<file path="config.mk">
export PLATFORM = sky130hd
export DESIGN_NAME = pe_stream_tx
export DESIGN_NICKNAME = d
export VERILOG_FILES = /design/src/rtl/pe_stream_tx_pkg.sv /design/src/rtl/pe_tx_stage.sv /design/src/rtl/pe_stream_tx.sv
export SDC_FILE = /design/constraint.sdc
export NUM_CORES = 1
export LEC_CHECK = 0
export ABC_AREA = 1
export CORE_UTILIZATION = 35
export DETAILED_ROUTE_END_ITERATION = 16
export PLACE_DENSITY = 0.57
export SKIP_LAST_GASP = 1
export SLEW_MARGIN = 20
export SYNTH_ARGS = -nofsm -noshare
export SYNTH_HDL_FRONTEND = slang
export SYNTH_SLANG_ARGS = --single-unit
</file>
<file path="constraint.sdc">
create_clock -name clk -period 2.46 [get_ports clk]
set_clock_uncertainty 0.15 [all_clocks]
set_input_delay 0.492 -clock clk [delete_from_list [all_inputs] [get_ports clk]]
set_output_delay 0.492 -clock clk [all_outputs]
set_load 0.02 [all_outputs]
</file>
<file path="src/rtl/pe_stream_tx_pkg.sv">
// Shared constants for the PE-array packed stream transmit endpoint:
// mapping-config field offsets, config word width and FSM state encoding.
package pe_stream_tx_pkg;

  // Index of the set_info bit; the config word is CONFIG_BIT+1 bits wide.
  localparam int unsigned CONFIG_BIT = 39;

  localparam int unsigned CONFIG_Q_BIT = 2;
  localparam int unsigned CONFIG_P_BIT = 5;
  localparam int unsigned CONFIG_U_BIT = 4;
  localparam int unsigned CONFIG_S_BIT = 4;
  localparam int unsigned CONFIG_F_BIT = 12;
  localparam int unsigned CONFIG_W_BIT = 12;

  localparam int unsigned CfgQOff = 0;
  localparam int unsigned CfgPOff = 2;
  localparam int unsigned CfgUOff = 7;
  localparam int unsigned CfgSOff = 11;
  localparam int unsigned CfgFOff = 15;
  localparam int unsigned CfgWOff = 27;

  localparam logic [1:0] StIdle   = 2'd0;
  localparam logic [1:0] StCfg    = 2'd1;
  localparam logic [1:0] StStream = 2'd2;
  localparam logic [1:0] StDone   = 2'd3;

endpackage

</file>
<file path="src/rtl/pe_tx_stage.sv">
// Single-entry output register driving the packed {enable, data} bus of a PE:
// holds while stalled, reloads on accept+load, clears enable on accept alone.
module pe_tx_stage #(
  parameter int unsigned DataW = 8
) (
  input  logic             clk,
  input  logic             rst,
  input  logic             load_i,
  input  logic [DataW-1:0] data_i,
  input  logic             ready_i,
  output logic [DataW:0]   tx_o,
  output logic             en_o,
  output logic             accept_o
);
  import pe_stream_tx_pkg::*;

  logic             en_q, en_d;
  logic [DataW-1:0] data_q, data_d;

  assign accept_o = en_q & ready_i;
  assign en_o     = en_q;
  assign tx_o     = {en_q, data_q};

  // The caller only loads when the slot is empty or being accepted this edge.
  always_comb begin
    en_d   = en_q;
    data_d = data_q;
    if (load_i) begin
      en_d   = 1'b1;
      data_d = data_i;
    end else if (accept_o) begin
      en_d = 1'b0;
    end
  end

  always_ff @(posedge clk) begin
    if (rst) begin
      en_q   <= 1'b0;
      data_q <= '0;
    end else begin
      en_q   <= en_d;
      data_q <= data_d;
    end
  end

  a_hold_stable: assert property (@(posedge clk) disable iff (rst)
    (en_q && !ready_i) |=> (en_q && $stable(data_q)));

endmodule

</file>
<file path="src/rtl/pe_stream_tx.sv">
// Transmit endpoint for one PE input stream: latches a mapping config on start,
// issues one set_info beat, then forwards beat_count source words to the PE.
module pe_stream_tx #(
  parameter int unsigned DATA_SIZE    = 8,
  parameter int unsigned DATA_NUM     = 1,
  parameter int unsigned CNT_W        = 16,
  parameter int unsigned CONFIG_BIT   = pe_stream_tx_pkg::CONFIG_BIT,
  parameter int unsigned CONFIG_Q_BIT = pe_stream_tx_pkg::CONFIG_Q_BIT,
  parameter int unsigned CONFIG_P_BIT = pe_stream_tx_pkg::CONFIG_P_BIT,
  parameter int unsigned CONFIG_U_BIT = pe_stream_tx_pkg::CONFIG_U_BIT,
  parameter int unsigned CONFIG_S_BIT = pe_stream_tx_pkg::CONFIG_S_BIT,
  parameter int unsigned CONFIG_F_BIT = pe_stream_tx_pkg::CONFIG_F_BIT,
  parameter int unsigned CONFIG_W_BIT = pe_stream_tx_pkg::CONFIG_W_BIT
) (
  input  logic                           clk,
  input  logic                           rst,
  input  logic                           start,
  input  logic [CNT_W-1:0]               beat_count,
  input  logic [CONFIG_Q_BIT-1:0]        cfg_q,
  input  logic [CONFIG_P_BIT-1:0]        cfg_p,
  input  logic [CONFIG_U_BIT-1:0]        cfg_U,
  input  logic [CONFIG_S_BIT-1:0]        cfg_S,
  input  logic [CONFIG_F_BIT-1:0]        cfg_F,
  input  logic [CONFIG_W_BIT-1:0]        cfg_W,
  input  logic [DATA_NUM*DATA_SIZE-1:0]  src_data,
  input  logic                           src_valid,
  output logic                           src_ready,
  output logic [DATA_NUM*DATA_SIZE:0]    tx_out,
  input  logic                           tx_ready,
  output logic [CONFIG_BIT:0]            config_out,
  output logic                           busy,
  output logic                           done
);
  import pe_stream_tx_pkg::*;

  localparam int unsigned DataW = DATA_NUM * DATA_SIZE;

  logic [1:0]        state_q, state_d;
  logic [CNT_W-1:0]  count_q, count_d;
  logic [CNT_W-1:0]  loaded_q, loaded_d;
  logic [CNT_W-1:0]  sent_q, sent_d;
  logic [CONFIG_BIT:0] config_q, config_d;
  logic [CONFIG_BIT:0] cfg_word;

  logic tx_en;
  logic accept;
  logic src_fire;

  assign src_ready = (state_q == StStream) && (loaded_q < count_q) && (!tx_en || tx_ready);
  assign src_fire  = src_valid & src_ready;
  assign busy      = (state_q != StIdle);
  assign done      = (state_q == StDone);
  assign config_out = config_q;

  always_comb begin
    cfg_word = '0;
    cfg_word[CONFIG_BIT]                  = 1'b1;
    cfg_word[CfgQOff +: CONFIG_Q_BIT]     = cfg_q;
    cfg_word[CfgPOff +: CONFIG_P_BIT]     = cfg_p;
    cfg_word[CfgUOff +: CONFIG_U_BIT]     = cfg_U;
    cfg_word[CfgSOff +: CONFIG_S_BIT]     = cfg_S;
    cfg_word[CfgFOff +: CONFIG_F_BIT]     = cfg_F;
    cfg_word[CfgWOff +: CONFIG_W_BIT]     = cfg_W;
  end

  always_comb begin
    state_d  = state_q;
    count_d  = count_q;
    loaded_d = loaded_q;
    sent_d   = sent_q;
    config_d = config_q;
    case (state_q)
      StIdle: begin
        if (start) begin
          count_d  = beat_count;
          loaded_d = '0;
          sent_d   = '0;
          config_d = cfg_word;
          state_d  = StCfg;
        end
      end
      StCfg: begin
        config_d[CONFIG_BIT] = 1'b0;
        state_d = (count_q == '0) ? StDone : StStream;
      end
      StStream: begin
        if (src_fire) begin
          loaded_d = loaded_q + CNT_W'(1);
        end
        if (accept) begin
          sent_d = sent_q + CNT_W'(1);
          if (sent_d == count_q) begin
            state_d = StDone;
          end
        end
      end
      StDone: begin
        state_d = StIdle;
      end
      default: begin
        state_d = StIdle;
      end
    endcase
  end

  always_ff @(posedge clk) begin
    if (rst) begin
      state_q  <= StIdle;
      count_q  <= '0;
      loaded_q <= '0;
      sent_q   <= '0;
      config_q <= '0;
    end else begin
      state_q  <= state_d;
      count_q  <= count_d;
      loaded_q <= loaded_d;
      sent_q   <= sent_d;
      config_q <= config_d;
    end
  end

  pe_tx_stage #(
    .DataW (DataW)
  ) u_stage (
    .clk      (clk),
    .rst      (rst),
    .load_i   (src_fire),
    .data_i   (src_data),
    .ready_i  (tx_ready),
    .tx_o     (tx_out),
    .en_o     (tx_en),
    .accept_o (accept)
  );

  a_loaded_capped: assert property (@(posedge clk) disable iff (rst) loaded_q <= count_q);
  a_sent_capped:   assert property (@(posedge clk) disable iff (rst) sent_q <= loaded_q);
  a_done_pulse:    assert property (@(posedge clk) disable iff (rst) done |=> !done);

endmodule

</file>
# --- Yosys cells after proc, flatten, opt, wreduce, memory -nomap -nowiden ---
# Index checks and enable logic that the tools add are counted.
op_classes:
  addsub: 2
  order_cmp: 1
  n_eq_ne: 8
  muxes: 14
  bitwise_logic: 2
  reduce_logical: 15
ops:
  columns: ["operator", "count"]
  rows:
  - ["$pmux W16 S2", 2]
  - ["$mux W16", 3]
  - ["$mux W40", 1]
  - ["$add A16 B1 Y16 const B", 2]
  - ["$eq A16 B16 Y1", 1]
  - ["$logic_not A16 Y1", 1]
  - ["$lt A16 B16 Y1", 1]
  - ["$reduce_and A3 Y1", 3]
  - ["$pmux W2 S4", 1]
  - ["$reduce_bool A2 Y1", 4]
  - ["$mux W2", 3]
  - ["$ne A2 B2 Y1 const B", 3]
  - ["$eq A2 B2 Y1 const B", 2]
  - ["$reduce_and A2 Y1", 2]
  - ["$mux W1", 3]
  - ["$and A1 B1 Y1", 2]
  - ["$eq A2 B1 Y1 const B", 1]
  - ["$logic_and A1 B1 Y1", 2]
  - ["$logic_not A2 Y1", 1]
  - ["$ne A2 B1 Y1 const B", 1]
  - ["$pmux W1 S2", 1]
  - ["$logic_not A1 Y1", 1]
  - ["$logic_or A1 B1 Y1", 1]
totals:
  reg_bits: 99
  inputBits: 68
  out_inout_bits: 52
  wordCells: 50

# --- Logic depth before layout (Yosys ltp) ---
depth:
  word_depth: 6
  ltp_mapped: 18
  mapped_depth_nobuf: 17

# --- By module ---
# From an unflattened synthesis, not the netlist that was laid out.
unflattened:
  hier_cells: 755
  area_unflattened_um2: 5089.9
modules_own_cells:
  columns: ["mod", "instances", "cells_per_inst", "area_each_um2", "seq_area_each_um2"]
  rows:
  - ["pe_stream_tx", 1, 714, 4770.8, 1801.7]
  - ["pe_tx_stage", 1, 41, 319.1, 180.2]

# --- Worst setup path before layout ---
# No wires, ideal clock.
synth_path:
  kind: "reg-to-reg"
  from: "register count_q[5]"
  to: "register loaded_q[11]"
  setup_ns: 0.113
  arrival_time_ns: 1.806
  required_ns: 2.197
  path_slack_ns: 0.391
  path_stages_with_launch: 17
  path_buffers: 2
  period_less_slack_ns: 2.069
  cell_sequence: "dfxtp_1 -> inv_1 -> ha_1 -> a21oi_1 -> nor2_1 -> nor3_1 -> nand2_1 -> nand2_1 -> nand2_1 -> nand2_1 -> nand3_2 -> buf_6 -> a21oi_4 -> buf_4 -> nand2_1 -> nand2_1 -> nor2_1"
synth_via:
  elab_chain_cells: 6
synth_rtl:
  columns: ["element", "line", "rtl"]
  rows:
  - ["start: declaration", "pe_stream_tx.sv:39", "logic [CNT_W-1:0] count_q, count_d;"]
  - ["start signal: assignment", "pe_stream_tx.sv:115", "count_q <= count_d;"]
  - ["$lt A16 B16 Y1", "pe_stream_tx.sv:49", "assign src_ready = (state_q == StStream) && (loaded_q < count_q) && (!tx_en || tx_ready);"]
  - ["$logic_and A1 B1 Y1 (2 in series)", "pe_stream_tx.sv:49", null]
  - ["$and A1 B1 Y1", "pe_stream_tx.sv:50", "assign src_fire = src_valid & src_ready;"]
  - ["$ne A2 B2 Y1 (no line)", null, null]
  - ["$reduce_and A3 Y1 (no line)", null, null]
  - ["end signal: assignment", "pe_stream_tx.sv:116", "loaded_q <= loaded_d;"]
  - ["end: declaration", "pe_stream_tx.sv:40", "logic [CNT_W-1:0] loaded_q, loaded_d;"]
# Every way passes these cells.
# A chain may end at the register's enable or synchronous reset.

# --- Final worst setup path ---
layout_path:
  from: "register count_q[9]"
  to: "output port src_ready"
layout_via:
  elab_chain_cells: 3
layout_rtl:
  columns: ["element", "line", "rtl"]
  rows:
  - ["$lt A16 B16 Y1", "pe_stream_tx.sv:49", null]
  - ["$logic_and A1 B1 Y1 (2 in series)", "pe_stream_tx.sv:49", null]
  - ["end: declaration", "pe_stream_tx.sv:27", "output logic src_ready,"]
# Every way passes these cells.

==> impl_metrics.prom <==
# TYPE chip_impl_metric gauge
chip_impl_metric{name="mux_share_of_post_synthesis_cell_area",unit="%"} 0
chip_impl_metric{name="min_period_over_period",unit="%"} 99.4
chip_impl_metric{name="detail_route.wirelength",unit="um"} 16000
chip_impl_info{name="synthDominantAreaCellType",value="sky130_fd_sc_hd__dfxtp_1"} 1
chip_impl_metric{name="power.density",unit="nW/um2"} 1050
chip_impl_metric{name="routedWlPerCell",unit="um"} 14.4
chip_impl_metric{name="via_count_of_the_first_global_routing_pass",unit=""} 5243
chip_impl_metric{name="fin_area",unit="um2"} 7400
chip_impl_info{name="cpMaxStageDelayCell",value="sky130_fd_sc_hd__dfxtp_2"} 1
chip_impl_metric{name="core_region_area",unit="um2"} 14500
chip_impl_metric{name="synth_area",unit="um2"} 5160
chip_impl_metric{name="ys_warns",unit=""} 0
chip_impl_info{name="ys_top_cells_by_area",value="sky130_fd_sc_hd__dfxtp_1 38%, sky130_fd_sc_hd__nand2_1 11%, sky130_fd_sc_hd__nor2_1 11%, sky130_fd_sc_hd__o21ai_0 6.8%, sky130_fd_sc_hd__nand3_1 6.1%"} 1
chip_impl_metric{name="dpl.hpwl",unit="um"} 11800
chip_impl_metric{name="slew_violations",unit=""} 0
chip_impl_metric{name="yosys.area_share.adder",unit="%"} 5.33
chip_impl_metric{name="power_leakage",unit="nW"} 3.07
chip_impl_metric{name="top_level_ports",unit=""} 120
chip_impl_metric{name="timing.critical_path.slowest_cell_delay",unit="ns"} 0.32
chip_impl_info{name="cts_root_buf",value="sky130_fd_sc_hd__clkbuf_16"} 1
chip_impl_info{name="cp-end-kind",value="output port"} 1
chip_impl_info{name="critPathTopFamily",value="compound AO/OA/AOI/OAI gates"} 1
chip_impl_metric{name="nets",unit=""} 1013
chip_impl_metric{name="syn_nets",unit=""} 852
chip_impl_metric{name="antenna_found_initial",unit=""} 0
chip_impl_metric{name="fin_tns_setup",unit="ns"} 0
chip_impl_metric{name="irDropWorstVdd",unit="V"} 0.000632
chip_impl_metric{name="worst_slew_pin_slew",unit="ns"} 0.500
chip_impl_metric{name="clkSinkCount",unit=""} 99
chip_impl_metric{name="largest_net_degree_at_the_start_of_global_routing",unit=""} 73
chip_impl_metric{name="synth.distinct_cells",unit=""} 40
chip_impl_metric{name="n_antenna_cell",unit=""} 0
chip_impl_metric{name="clock_slew_seen_by_the_registers_of_the_worst_setup_and_hold_paths",unit="ns"} 0.07
chip_impl_metric{name="clock.fmax",unit="MHz"} 409
chip_impl_info{name="worstPathCellList",value="inv_1, ha_4, a21oi_2, nor2_1, a211oi_2, nand2_1, nand2_2, nand2_1, inv_1, buf_6"} 1
chip_impl_metric{name="die_area",unit="um2"} 15200
chip_impl_metric{name="critical_path_arrival",unit="ns"} 1.80
chip_impl_metric{name="ant_nets",unit=""} 0
chip_impl_metric{name="layout_setup_ws",unit="ns"} 0.0138
chip_impl_metric{name="setup-violations-final",unit=""} 0
chip_impl_metric{name="yosysTopAreaCellShare",unit="%"} 38.4
chip_impl_metric{name="post-route-min-period",unit="ns"} 2.45
chip_impl_metric{name="fp.dieH",unit="um"} 123
chip_impl_metric{name="dpl-instance-area",unit="um2"} 6950
chip_impl_metric{name="port-buffer-count",unit=""} 119
chip_impl_metric{name="worst_skew_pair.late_latency",unit="ns"} 0.35
chip_impl_metric{name="drc",unit=""} 0
chip_impl_metric{name="global_route.overflow_total",unit=""} 0
chip_impl_metric{name="grt_first_pass_wirelength",unit="um"} 25800
chip_impl_metric{name="critical_path.max_fanout",unit=""} 2
chip_impl_info{name="cts_tree",value="yes"} 1
chip_impl_metric{name="rows",unit=""} 44
chip_impl_metric{name="detailed_route_vias_per_instance",unit=""} 4.87
chip_impl_metric{name="grt.total_usage",unit="%"} 22.0
chip_impl_metric{name="hold_violations",unit=""} 0
chip_impl_info{name="unrepaired_setup_endpoints_after_global_routing",value="true"} 1
chip_impl_metric{name="clk_path_buf_depth",unit=""} 2
chip_impl_metric{name="maxSlewHeadroom",unit="%"} 66.6
chip_impl_metric{name="worst-endpoint-required",unit="ns"} 1.82
chip_impl_metric{name="max_capacitance_violation_count",unit=""} 0
chip_impl_info{name="synth_top_family_by_area",value="simple AND/OR/NAND/NOR gates"} 1
chip_impl_metric{name="share_of_the_synthesized_area_in_compound_gates_ao_oa_aoi_oai",unit="%"} 13.6
chip_impl_metric{name="deepest_level_of_the_cts_h_tree",unit=""} 3
chip_impl_info{name="worstHoldPathType",value="reg2reg"} 1
chip_impl_metric{name="post_synth_and_or_nand_nor_area_fraction",unit="%"} 34.7
chip_impl_metric{name="detail_route.first_pass.iterations",unit=""} 5
chip_impl_metric{name="critical_path.n_buffers_inverters",unit=""} 3
chip_impl_metric{name="routabilityCongestion",unit=""} 0.860
chip_impl_metric{name="tritoncts.num_buffers",unit=""} 9
chip_impl_metric{name="ctsHoldBuffers",unit=""} 0
chip_impl_metric{name="synth-seq-area-share",unit="%"} 38.4
chip_impl_metric{name="drt_first_iter_violations",unit=""} 256
chip_impl_metric{name="ffs_latches_synth",unit=""} 99
chip_impl_metric{name="synthesis.area_per_instance",unit="um2"} 6.77
chip_impl_metric{name="synth_xor_area_share",unit="%"} 0.339
chip_impl_metric{name="chipWidth",unit="um"} 123
chip_impl_metric{name="fillerInstances",unit=""} 1467
chip_impl_metric{name="floorplan.initialDensity",unit="%"} 35.7
chip_impl_info{name="status",value="complete, no violations"} 1
chip_impl_metric{name="post-layout-total-power",unit="mW"} 7.77
chip_impl_metric{name="place_worst_setup_slack",unit="ns"} -0.393
chip_impl_info{name="worst_path_class_setup",value="reg2out"} 1
chip_impl_metric{name="postSynthCellCount",unit=""} 762
chip_impl_metric{name="vias",unit=""} 5407
chip_impl_metric{name="layout-area-overhead-vs-synth",unit="%"} 43.4
chip_impl_metric{name="drive_above_1_share",unit="%"} 15.4
chip_impl_info{name="timing.critical_path.from_type",value="register"} 1
[layer usage]
layer	part of all wire, %	global-route usage (%)	up-vias
li1	-	-	2799
met1	43	25.9	2435
met2	48	37.6	160
met3	7.9	7.61	13
met4	1.3	6.55	0
met5	0	0	-
[Yosys cell counts]
cell / n
sky130_fd_sc_hd__xnor2_1: 1
sky130_fd_sc_hd__nand3_2: 2
sky130_fd_sc_hd__ha_1: 22
sky130_fd_sc_hd__o21bai_2: 1
sky130_fd_sc_hd__and2_1: 1
sky130_fd_sc_hd__inv_2: 1
sky130_fd_sc_hd__buf_6: 2
sky130_fd_sc_hd__o21ai_0: 70
sky130_fd_sc_hd__a21oi_1: 47
sky130_fd_sc_hd__o22ai_1: 1
sky130_fd_sc_hd__dfxtp_1: 99
sky130_fd_sc_hd__nand2_1: 150
sky130_fd_sc_hd__nor3_2: 1
sky130_fd_sc_hd__a31oi_2: 1
sky130_fd_sc_hd__o21ai_4: 1
sky130_fd_sc_hd__inv_1: 65
sky130_fd_sc_hd__buf_1: 1
sky130_fd_sc_hd__nor2_1: 147
sky130_fd_sc_hd__nand3_1: 63
sky130_fd_sc_hd__buf_4: 2
sky130_fd_sc_hd__nand4_1: 16
sky130_fd_sc_hd__buf_2: 3
sky130_fd_sc_hd__nor2_4: 4
sky130_fd_sc_hd__nor3b_1: 2
sky130_fd_sc_hd__inv_4: 1
sky130_fd_sc_hd__a211oi_1: 2
sky130_fd_sc_hd__clkbuf_1: 22
sky130_fd_sc_hd__clkinv_1: 1
sky130_fd_sc_hd__nand2_2: 8
sky130_fd_sc_hd__nor2_2: 9
sky130_fd_sc_hd__nor3_1: 5
sky130_fd_sc_hd__nand3b_1: 2
sky130_fd_sc_hd__a21oi_4: 1
sky130_fd_sc_hd__nand2_4: 1
sky130_fd_sc_hd__a21oi_2: 1
sky130_fd_sc_hd__or2_2: 1
sky130_fd_sc_hd__o21ai_1: 1
sky130_fd_sc_hd__xor2_1: 1
sky130_fd_sc_hd__o41ai_1: 1
sky130_fd_sc_hd__a21o_1: 2
[flip-flops by register name (all words and copies together) (netlist names)]
register and count:
config_out 40, count_q 16, loaded_q 16, sent_q 16
state_q 2, u_stage.data_q 8, u_stage.en_o 1
[logic make-up (layout without fill, tap and decap cells)]
logic type               after synthesis  after routing
AO/OA/AOI/OAI                        129            129
XOR/XNOR                               2              2
adder cells (fa/ha/maj)               22             22
flip-flops                            99             99
AND/OR/NAND/NOR                      412            413
buffers and inverters                 98            262
[timing repair]
| action | CTS | global route |
|---|---|---|
| endpoints found under the setup margin | 2 | 28 |
| pin swaps | 5 | 14 |
| cloned | 0 | 1 |
| gates resized for setup | 11 | 32 |
| buffers inserted | 1 | 0 |
[final timing paths]
kind,slack [ns],endpoint,start,depth (start not counted)
max reg2reg,0.08,u_stage.data_q[6],count_q[11],16
min reg2reg,0.33,config_out[15],config_out[15],2
max,0.01,src_ready,count_q[9],10
min,0.33,config_out[15],config_out[15],2
[worst reg2reg max path: cells and delay by family (launching register included)]
family	cells	cell delay [ns]
buffers and inverters	7	0.88
AND/OR/NAND/NOR	8	0.65
flip-flops	1	0.34
adder cells (fa/ha/maj)	1	0.27
[placed cells by master (no fill, tap or decap), drive strengths merged]
master,count
nor3,6
nand2,159
o22ai,1
and2,1
xor2,1
clkinvlp,1
dlygate4sd2,1
a211oi,2
nor3b,2
a21o,2
o21ai,72
dfxtp,99
clkdlybuf4s50,117
buf,61
clkbuf,10
xnor2,1
nand4,16
a31oi,1
o21bai,1
ha,22
or2,1
nand3b,2
a21oi,49
nor2,161
clkinv,2
nand3,65
inv,70
o41ai,1
[power by group]
part	total (mW)	switching, mW	leakage [nW]	internal [mW]
registers	2.29	0.266	0.817	2.02
logic	4.09	2.29	2.11	1.79
clock network	1.39	0.664	0.141	0.727
total	7.77	3.22	3.07	4.54
[area by class of cell]
| cell class | count | area [um2] | area share, % |
|---|---|---|---|
| timing repair buffer | 179 | 1700 | 23.0 |
| multi-input combinational | 566 | 2930 | 39.6 |
| tap | 184 | 230 | 3.11 |
| clock buffer | 10 | 239 | 3.23 |
| inverter | 68 | 262 | 3.53 |
| sequential | 99 | 1990 | 26.9 |
| clock inverter | 5 | 46.3 | 0.625 |
[metrics by stage]
step,hold WS [ns],util [%],instances
detailed placement,0.323,48.0,1094
floorplan,0.303,-,762
global placement,0.313,48.0,1094
finish,0.332,51.1,1111
CTS,0.338,50.2,1110
global route,0.359,51.1,1111
(Power assumes the default switching activity.)
==> RTL change: new RTL, same settings <==
Register the input `cfg_U` before use, cleared by the reset. The logic sees it one clock later. The other inputs are not delayed to match.
--- a/src/rtl/pe_stream_tx.sv
+++ b/src/rtl/pe_stream_tx.sv
@@ -35,6 +35,16 @@
 
   localparam int unsigned DataW = DATA_NUM * DATA_SIZE;
 
+  logic [CONFIG_U_BIT-1:0] cfg_U_q;
+
+  always_ff @(posedge clk) begin
+    if (rst) begin
+      cfg_U_q <= '0;
+    end else begin
+      cfg_U_q <= cfg_U;
+    end
+  end
+
   logic [1:0]        state_q, state_d;
   logic [CNT_W-1:0]  count_q, count_d;
   logic [CNT_W-1:0]  loaded_q, loaded_d;
@@ -57,7 +67,7 @@
     cfg_word[CONFIG_BIT]                  = 1'b1;
     cfg_word[CfgQOff +: CONFIG_Q_BIT]     = cfg_q;
     cfg_word[CfgPOff +: CONFIG_P_BIT]     = cfg_p;
-    cfg_word[CfgUOff +: CONFIG_U_BIT]     = cfg_U;
+    cfg_word[CfgUOff +: CONFIG_U_BIT]     = cfg_U_q;
     cfg_word[CfgSOff +: CONFIG_S_BIT]     = cfg_S;
     cfg_word[CfgFOff +: CONFIG_F_BIT]     = cfg_F;
     cfg_word[CfgWOff +: CONFIG_W_BIT]     = cfg_W;
Function: changed (Yosys sat finds a counterexample within 4 cycles, from zero or initial values and one cycle with rst high).
==> RTL change against the unedited design <==
Power rose by 0.54%; hold slack got worse by 0.97 ps; sequential power rose by 2%; cell count rose by 0.27%; worst setup slack improved by 36 ps; sequential share of layout area rose by 0.45 points; fmax rose by 1.5%; cell area rose by 2.9%; area after synthesis rose by 2.1%; combinational power fell by 2%; sequential cell count rose by 4; wire length fell by 2.2%; register-to-register slack improved by 120 ps; critical path type unchanged; critical endpoint unchanged.
==> RTL change: results (changes against the unedited design) <==
| Metric | Value |
|---|---|
| Iteration count of the initial detailed-routing pass | `4 (-1)` |
| Pleak | `3.10 nW (+1.0%)` |
| FF-to-FF Start | `state_q[0]` |
| Top area cells in the synthesized netlist | `dfxtp_1, nor2_1, nand2_1` |
| Post-synthesis compound-gate area fraction | `13.8% (+0.26 points)` |
| Status | `finished, final reports clean` |
| DP Worst Slack | `-170 ps (+223 ps)` |
| Synth top cells by count | `nor2_1, nand2_1, dfxtp_1` |
| Worst-case reg-to-reg path depth | `13 (-3)` |
| Synth Area in XOR/XNOR | `2.47% (+2.1 points)` |
| Post-synthesis adder-cell area fraction | `5.22% (-0.11 points)` |
| Dpl cell area | `7090 um^2 (+2.0%)` |
| Largest net degree at the start of global routing | `39 (-47%)` |
| Reg2reg end | `sent_q[15]` |
| Synth cell types | `35 (-13%)` |
| Via count of the first global-routing pass | `5111 (-2.5%)` |
| Layout cell share with drive strength beyond 1 | `18.3% (+2.9 points)` |
| Maximum vdd drop | `0.493 mV (-22%)` |
| Post-Syn Nets | `849 (-0.35%)` |
| Sequential cell area fraction in the yosys report | `39.1% (+0.72 points)` |
| Hold EP | `config_out[4]` |
| Rel. slew slack | `72.7% (+6.0 points)` |
| Worst hold slack | `331 ps (-0.972 ps)` |
| Dpl hpwl | `11.7 mm (-0.23%)` |
| CP top delay family | `simple AND/OR/NAND/NOR gates` |
| Global-route wire length before repair | `25.2 mm (-2.2%)` |
| Flop-to-flop setup slack | `200 ps (+120 ps)` |
| Min-delay src | `config_out[4]` |
| GP Congestion | `0.836 (-2.7%)` |
==> RTL change: cell count changes after synthesis, moves of 3 or more <==
cell / change
nand3_1: -4
nand2_2: -3
dfxtp_1: +4
xor2_1: +3
nor2_1: -7
a21oi_1: +15
nand2_1: -22
inv_1: +8
==> RTL change: how the worst max path moves through the flow <==
stage,from,cells after the start,end
CTS,count_q[5],10,src_ready
finish,count_q[10],9,src_ready
global route,count_q[15],10,src_ready
detailed placement,count_q[13],10,src_ready
global placement,count_q[5],10,src_ready
floorplan,count_q[15],12,loaded_q[12]
==> RTL change: metal layers <==
| metal | part of all wire, % | track usage [%] |
|---|---|---|
| met2 | 46 | 33.2 |
| met4 | 2.8 | 9.78 |
| met5 | 0 | 0 |
| met1 | 47 | 26.2 |
| met3 | 3.9 | 3.26 |
==> RTL change: layout make-up <==
cell class              instances  area, um^2
repair buffers                189        1750
clock inverters                 6        68.8
flip-flops and latches        103        2090
well taps                     184         230
multi-input cells             549        2980
clock buffers                   9         225
fillers                      1374        6970
inverters                      74         278
